$ cat src/rtl/id_ex_stage.sv
// ID/EX pipeline register: one valid/ready slot that holds a decoded bundle,
// decodes the ALU operation at capture and forwards operands from EX/MEM and MEM/WB.
module id_ex_stage #(
    parameter int DATA_WIDTH    = 64,
    parameter int OPCODE_LENGTH = 4
) (
    input  logic                     clk,
    input  logic                     reset,
    input  logic                     in_valid,
    output logic                     in_ready,
    input  logic [DATA_WIDTH-1:0]    rs1_data,
    input  logic [DATA_WIDTH-1:0]    rs2_data,
    input  logic [DATA_WIDTH-1:0]    imm,
    input  logic [4:0]               rs1,
    input  logic [4:0]               rs2,
    input  logic [4:0]               rd,
    input  logic                     alu_src,
    input  logic [1:0]               alu_op,
    input  logic [2:0]               funct3,
    input  logic [6:0]               funct7,
    input  logic                     reg_write,
    input  logic                     mem_read,
    input  logic                     mem_write,
    input  logic                     mem_to_reg,
    input  logic                     flush,
    input  logic                     exmem_reg_write,
    input  logic [4:0]               exmem_rd,
    input  logic [DATA_WIDTH-1:0]    exmem_result,
    input  logic                     memwb_reg_write,
    input  logic [4:0]               memwb_rd,
    input  logic [DATA_WIDTH-1:0]    memwb_result,
    output logic                     out_valid,
    input  logic                     out_ready,
    output logic [DATA_WIDTH-1:0]    SrcA,
    output logic [DATA_WIDTH-1:0]    SrcB,
    output logic [OPCODE_LENGTH-1:0] ALUCC,
    output logic [DATA_WIDTH-1:0]    store_data,
    output logic [4:0]               rd_out,
    output logic                     reg_write_out,
    output logic                     mem_read_out,
    output logic                     mem_write_out,
    output logic                     mem_to_reg_out
);

    localparam logic [OPCODE_LENGTH-1:0] ALU_MUL = OPCODE_LENGTH'(4'b0000);
    localparam logic [OPCODE_LENGTH-1:0] ALU_OR  = OPCODE_LENGTH'(4'b0001);
    localparam logic [OPCODE_LENGTH-1:0] ALU_ADD = OPCODE_LENGTH'(4'b0010);
    localparam logic [OPCODE_LENGTH-1:0] ALU_SUB = OPCODE_LENGTH'(4'b0110);

    // Unrecognised R-type encodings and the reserved alu_op fall back to ADD.
    function automatic logic [OPCODE_LENGTH-1:0] decode_alucc(
        input logic [1:0] op,
        input logic [2:0] f3,
        input logic [6:0] f7
    );
        logic [OPCODE_LENGTH-1:0] code;
        code = ALU_ADD;
        case (op)
            2'b00: code = ALU_ADD;
            2'b01: code = ALU_SUB;
            2'b10: begin
                if (f3 == 3'b000) begin
                    case (f7)
                        7'b0000001: code = ALU_MUL;
                        7'b0000000: code = ALU_ADD;
                        7'b0100000: code = ALU_SUB;
                        default:    code = ALU_ADD;
                    endcase
                end else if (f3 == 3'b110) begin
                    code = ALU_OR;
                end else begin
                    code = ALU_ADD;
                end
            end
            default: code = ALU_ADD;
        endcase
        return code;
    endfunction

    // EX/MEM wins over MEM/WB; x0 is hardwired and never forwarded.
    function automatic logic [DATA_WIDTH-1:0] forward_operand(
        input logic [4:0]            src,
        input logic [DATA_WIDTH-1:0] reg_value,
        input logic                  ex_we,
        input logic [4:0]            ex_rd,
        input logic [DATA_WIDTH-1:0] ex_value,
        input logic                  wb_we,
        input logic [4:0]            wb_rd,
        input logic [DATA_WIDTH-1:0] wb_value
    );
        logic [DATA_WIDTH-1:0] result;
        result = reg_value;
        if (src == 5'd0) begin
            result = reg_value;
        end else if (ex_we && (ex_rd == src)) begin
            result = ex_value;
        end else if (wb_we && (wb_rd == src)) begin
            result = wb_value;
        end else begin
            result = reg_value;
        end
        return result;
    endfunction

    logic                     valid_r;
    logic [DATA_WIDTH-1:0]    rs1_data_r;
    logic [DATA_WIDTH-1:0]    rs2_data_r;
    logic [DATA_WIDTH-1:0]    imm_r;
    logic [4:0]               rs1_r;
    logic [4:0]               rs2_r;
    logic [4:0]               rd_r;
    logic                     alu_src_r;
    logic [OPCODE_LENGTH-1:0] alucc_r;
    logic                     reg_write_r;
    logic                     mem_read_r;
    logic                     mem_write_r;
    logic                     mem_to_reg_r;

    logic                     in_ready_s;
    logic                     take_in_s;
    logic                     take_out_s;
    logic [DATA_WIDTH-1:0]    fwd_a_s;
    logic [DATA_WIDTH-1:0]    fwd_b_s;
    logic [DATA_WIDTH-1:0]    src_b_s;

    assign in_ready_s = (!valid_r || out_ready) && !flush;
    assign take_in_s  = in_valid && in_ready_s;
    assign take_out_s = valid_r && out_ready;

    // Slot register: reset beats flush, flush beats capture, capture beats drain.
    always_ff @(posedge clk) begin
        if (reset) begin
            valid_r      <= 1'b0;
            rs1_data_r   <= {DATA_WIDTH{1'b0}};
            rs2_data_r   <= {DATA_WIDTH{1'b0}};
            imm_r        <= {DATA_WIDTH{1'b0}};
            rs1_r        <= 5'd0;
            rs2_r        <= 5'd0;
            rd_r         <= 5'd0;
            alu_src_r    <= 1'b0;
            alucc_r      <= {OPCODE_LENGTH{1'b0}};
            reg_write_r  <= 1'b0;
            mem_read_r   <= 1'b0;
            mem_write_r  <= 1'b0;
            mem_to_reg_r <= 1'b0;
        end else if (flush) begin
            valid_r <= 1'b0;
        end else if (take_in_s) begin
            valid_r      <= 1'b1;
            rs1_data_r   <= rs1_data;
            rs2_data_r   <= rs2_data;
            imm_r        <= imm;
            rs1_r        <= rs1;
            rs2_r        <= rs2;
            rd_r         <= rd;
            alu_src_r    <= alu_src;
            alucc_r      <= decode_alucc(alu_op, funct3, funct7);
            reg_write_r  <= reg_write;
            mem_read_r   <= mem_read;
            mem_write_r  <= mem_write;
            mem_to_reg_r <= mem_to_reg;
        end else if (take_out_s) begin
            valid_r <= 1'b0;
        end else begin
            valid_r <= valid_r;
        end
    end

    // Operands are re-forwarded every cycle so a stalled bundle sees newly retired results.
    always_comb begin
        fwd_a_s = forward_operand(rs1_r, rs1_data_r, exmem_reg_write, exmem_rd, exmem_result,
                                  memwb_reg_write, memwb_rd, memwb_result);
        fwd_b_s = forward_operand(rs2_r, rs2_data_r, exmem_reg_write, exmem_rd, exmem_result,
                                  memwb_reg_write, memwb_rd, memwb_result);
        if (alu_src_r) begin
            src_b_s = imm_r;
        end else begin
            src_b_s = fwd_b_s;
        end
    end

    assign in_ready       = in_ready_s;
    assign out_valid      = valid_r;
    assign SrcA           = fwd_a_s;
    assign SrcB           = src_b_s;
    assign store_data     = fwd_b_s;
    assign ALUCC          = alucc_r;
    assign rd_out         = rd_r;
    assign reg_write_out  = reg_write_r;
    assign mem_read_out   = mem_read_r;
    assign mem_write_out  = mem_write_r;
    assign mem_to_reg_out = mem_to_reg_r;

endmodule

$ cat config.mk
export PLATFORM = sky130hd
export DESIGN_NAME = id_ex_stage
export DESIGN_NICKNAME = d
export VERILOG_FILES = /design/src/rtl/id_ex_stage.sv
export SDC_FILE = /design/constraint.sdc
export NUM_CORES = 1
export LEC_CHECK = 0
export BUFFER_PORTS_ARGS = -buffer_cell sky130_fd_sc_hd__buf_2
export CORE_AREA = 2 2 224 226
export CTS_CLUSTER_SIZE = 28
export DETAILED_ROUTE_END_ITERATION = 6
export DIE_AREA = 0 0 226 228
export GPL_TIMING_DRIVEN = 0
export SYNTH_ARGS = -nofsm -noshare
export SYNTH_HDL_FRONTEND = slang
export SYNTH_SLANG_ARGS = --single-unit
export TNS_END_PERCENT = 10
$ cat constraint.sdc
create_clock -name clk -period 5.3 [get_ports clk]
set_input_delay 1.06 -clock clk [delete_from_list [all_inputs] [get_ports clk]]
set_output_delay 1.06 -clock clk [all_outputs]
set_load 0.05 [all_outputs]
After elaboration in Yosys (flattened, before gate mapping)
Index checks and enable logic that the tools add are counted.

operators by class
  equality and inequality tests = 9
  muxes and demuxes = 13
  bitwise operators = 1
  reductions and logical operators = 16

operators with widths
  operator            number
  $mux 64             7
  $eq 5x5->1          4
  $logic_not 5->1     2
  $pmux 4 s2          1
  $eq 7x1->1 const B  1
  $eq 7x6->1 const B  1
  $logic_and 1x1->1   7
  $pmux 3 s2          1
  $mux 4              1
  $eq 3x3->1 const B  1
  $logic_not 3->1     1
  $eq 2x1->1 const B  1
  $eq 2x2->1 const B  1
  $logic_not 1->1     2
  $mux 1              2
  $mux 2              1
  $reduce_and 2->1    1
  $reduce_bool 2->1   1
  $reduce_or 2->1     1
  $logic_or 1x1->1    1
  $not 1->1           1

storage, ports and cells
  register bits after elaboration = 217
  output and inout bits = 207
  word-level logic and storage cells = 52

Longest topological paths before layout
  depth in word-level cells = 6
  depth in mapped cells = 8
  mapped depth without buffers = 7

Worst setup path before layout
No wires, ideal clock.

  kind = in2out
  start point = input port exmem_rd[3]
  end point = output port SrcA[43]
  arrival = 2.834 ns
  data required time = 4.240 ns
  path slack = 1.406 ns
  stages = 6
  path buffers = 2
  cell sequence = xnor2_1 -> nand4_1 -> or2_2 -> clkbuf_1 -> clkbuf_1 -> o221ai_1

on the way
  word-level cells in the longest chain between the ends = 4

RTL lines
  what               RTL line  source
  start, declared    27        input logic [4:0] exmem_rd,
  $eq 5x5->1         95        end else if (ex_we && (ex_rd == src)) begin
  $logic_and 1x1->1  95
  $mux 64            95
  $mux 64            93        if (src == 5'd0) begin
  end, declared      34        output logic [DATA_WIDTH-1:0] SrcA,

Every way passes these cells.

Worst setup path in the final report
  start point = register alu_src_r
  end point = output port SrcB[58]

on the way
  word-level cells in the longest chain between the ends = 1

RTL lines
  what                    RTL line  source
  start, declared         112       logic alu_src_r;
  start signal, assigned  156       alu_src_r <= alu_src;
  $mux 64                 175       if (alu_src_r) begin
  end, declared           35        output logic [DATA_WIDTH-1:0] SrcB,

Every way passes these cells.

==> reports/metrics.cfg <==
[critical_path]
crit_type = flop to output pin
crit_path_end_kind = output pin
worstPathMaxFanout = 10
critical_path_arrival_ns = 3.83
crit_path_start_kind = flop
cp.required_ns = 4.24

[cts]
clkSinkCount = 216
cts_setup_buffers = 0
clkTransAtPathRegs_ns = 0.06
cts_buffers = 29
clockBufferDepth = 3
clkLatencyLatePin_ns = 0.57
hold_buffers = 0
tritoncts = done
root_buffer = clkbuf_16
cts-htree-levels = 1
post_cts_resized = 0

[drt]
ant_nets = 0
drt-initial-drc-count = 1291
wire_per_inst_um = 22.73
drt_pre_antenna_iters = 6
drc = 0
via_per_inst = 5.178
vias = 16150
wirelength_um = 70890

[synthesis]
synthMuxAreaShare_pct = 7.175
synth_adder_area_share_pct = 0.1898
yosysWarnings = 0
synthesis.area_um2 = 13180
synthCells = 1808
synth_top_family_by_area = compound AO/OA/AOI/OAI gates
synth_compound_area_share_pct = 24.21
synthSimpleGateAreaFrac_pct = 23.88
synth_xor_xnor_area_share_pct = 1.329
syn_area_per_cell_um2 = 7.292
ys_seq_area_share_pct = 32.80
synth.largest_area_cell = dfxtp_1
synth-seq-cells = 216
post-synth-top-area-fraction_pct = 32.80
ys_top_cells_by_area = dfxtp_1, nand2_1, a21oi_1, mux2_4, a221o_1
syn-num-nets = 2179
yosysUniqueCellTypes = 37

[sta]
fin_ws_ns = 0.4071
slew_headroom_pct = 13.20
rsz0062_at_grt = false
final-hold-violation-count = 0
period_share_pct = 92.32
setup_tns_ns = 0
slew_viol_final = 0
fmax_mhz = 204.4
finalCriticalPeriod_ns = 4.893
worst_slew_pin_slew_ns = 1.302
final.setup_skew_ns = 0.007994
setup_viol = 0

[layout]
area_growth_pct = 36.38
stdcell_count = 3119
fillers = 5337
drive_above_1_share_pct = 31.18
final_area_um2 = 17980
nets = 2784

[placement]
placed_cells = 3054
gp_congestion = 0.9862
placed_area_um2 = 16910
place_hpwl_um = 54910
dp_slack_ns = 0.8493
io_buffers = 573

[floorplanning]
num_io_pins = 576
rows = 82
fp.coreArea_um2 = 49350
start_util_pct = 26.72
die-area_um2 = 51530
die_y_um = 228
fp.dieW_um = 226

[grt]
antenna_found_initial = 15
grt_usage_pct = 26.08
grt_pass1_wl_um = 100900
grt_pass1_vias = 15590
grt_start_max_net_pins = 14
gr-total-overflow = 0

[pwr]
p_leak_nw = 7.965
powerDensity_nw_per_um2 = 292.5
ir_drop_v = 0.0002072

[run]
drv_cap = 0

[hold_path]
hold_class = flop to flop

[status]
status = finished clean

flip-flops by register name, indices dropped and copies added, names as in the netlist, 3 cells and up:
signal,cells
ALUCC,3
imm_r,64
rd_out,5
rs1_data_r,64
rs1_r,5
rs2_data_r,64
rs2_r,5
final timing paths:
check | startpoint | end | slack (ns) | depth (start not counted)
max | alu_src_r$_SDFFE_PP0P_ | SrcB[58] | 0.41 | 5
min | ALUCC[0]$_SDFFE_PP0P_ | ALUCC[0]$_SDFFE_PP0P_ | 0.45 | 2
min reg2reg | ALUCC[0]$_SDFFE_PP0P_ | ALUCC[0]$_SDFFE_PP0P_ | 0.45 | 2
max reg2reg | out_valid$_SDFFE_PP0P_ | imm_r[2]$_SDFFE_PP0P_ | 2.23 | 8
power breakdown:
| group | switching (mW) | internal (mW) |
|---|---|---|
| Clock | 0.828 | 1.36 |
| Combinational | 0.948 | 0.372 |
| Sequential | 0.0524 | 1.70 |
| Total | 1.83 | 3.43 |
routing by layer:
layer	vias up	wire length, um	part of all wire, %	global-route usage (%)
li1	7477	-	-	-
met1	7736	28240	40	31.38
met4	6	2795	3.9	9.810
met2	796	34450	49	45.30
met5	-	25	0.035	0
met3	135	5382	7.6	5.435
cells in the final DEF (no fill, tap or decap), types with 4 or more instances in the layout:
| cell type | n |
|---|---|
| buf_2 | 615 |
| nand2_1 | 499 |
| a21oi_1 | 278 |
| dfxtp_1 | 216 |
| inv_1 | 131 |
| clkbuf_1 | 106 |
| nor3_1 | 68 |
| nand4_1 | 65 |
| o221ai_1 | 64 |
| a22o_1 | 64 |
| nand2b_1 | 64 |
| a221o_1 | 64 |
| mux2_4 | 60 |
| clkbuf_16 | 29 |
| xnor2_1 | 16 |
| buf_6 | 14 |
| diode_2 | 13 |
| buf_4 | 12 |
| buf_1 | 11 |
| nor2_1 | 8 |
| bufinv_16 | 6 |
| clkbuf_8 | 5 |
| xor2_1 | 4 |
| nor4_1 | 4 |
| mux2_2 | 4 |
| clkinvlp_4 | 4 |
| clkinv_2 | 4 |
cell type report:
cell class | count | area [um2] | share of cell area [%]
Clock buffer | 38 | 809.5 | 4.502
Inverter | 131 | 491.7 | 2.735
Clock inverter | 14 | 230.2 | 1.280
Multi-Input combinational cell | 1280 | 7493 | 41.68
Buffer | 181 | 878.3 | 4.885
Tap cell | 672 | 840.8 | 4.676
Antenna cell | 13 | 32.53 | 0.1809
Sequential cell | 216 | 4324 | 24.05
Timing Repair Buffer | 574 | 2879 | 16.01
critical path, stage by stage (launching register included):
cell and delay [ns]:
dfxtp_1 0.43, clkbuf_1 0.66, clkbuf_1 0.81, buf_1 0.65
a221o_1 0.38, buf_2 0.31
synthesized netlist by cell type (all sizes together):
library cell,count
inv,131
and2,1
nand3,1
or2,1
a41oi,1
xor2,4
xnor2,16
and3,1
a221o,64
ha,2
nand2b,64
o21a,1
a21oi,279
a31oi,1
buf,78
o21ai,1
dfxtp,216
o221ai,64
or3,1
nand4,67
nor2,9
o22ai,1
nand2,499
clkbuf,103
conb,1
nor2b,1
nor3,68
mux2,64
a22o,64
nor4,4
per-stage QoR:
stage                     hold WS [ns]  util (%)  total power [mW]
after global routing            0.4704     36.42             5.434
after global placement          0.4415     34.23             3.084
final                           0.4535     36.43             5.259
after CTS                       0.4555     36.37             5.289
after detailed placement        0.4470     34.26             3.095
after floorplan                 0.4363         -             2.565
logic make-up after synthesis:
family / count (synthesis)
DFF: 216
other: 1
and+or+nand+nor: 717
muxes: 64
AOI/OAI and AO/OA: 476
buffers and inverters: 312
adders and majority gates: 2
xor gates and xnor gates: 20
No activity file was read; power rests on OpenSTA's default activity.
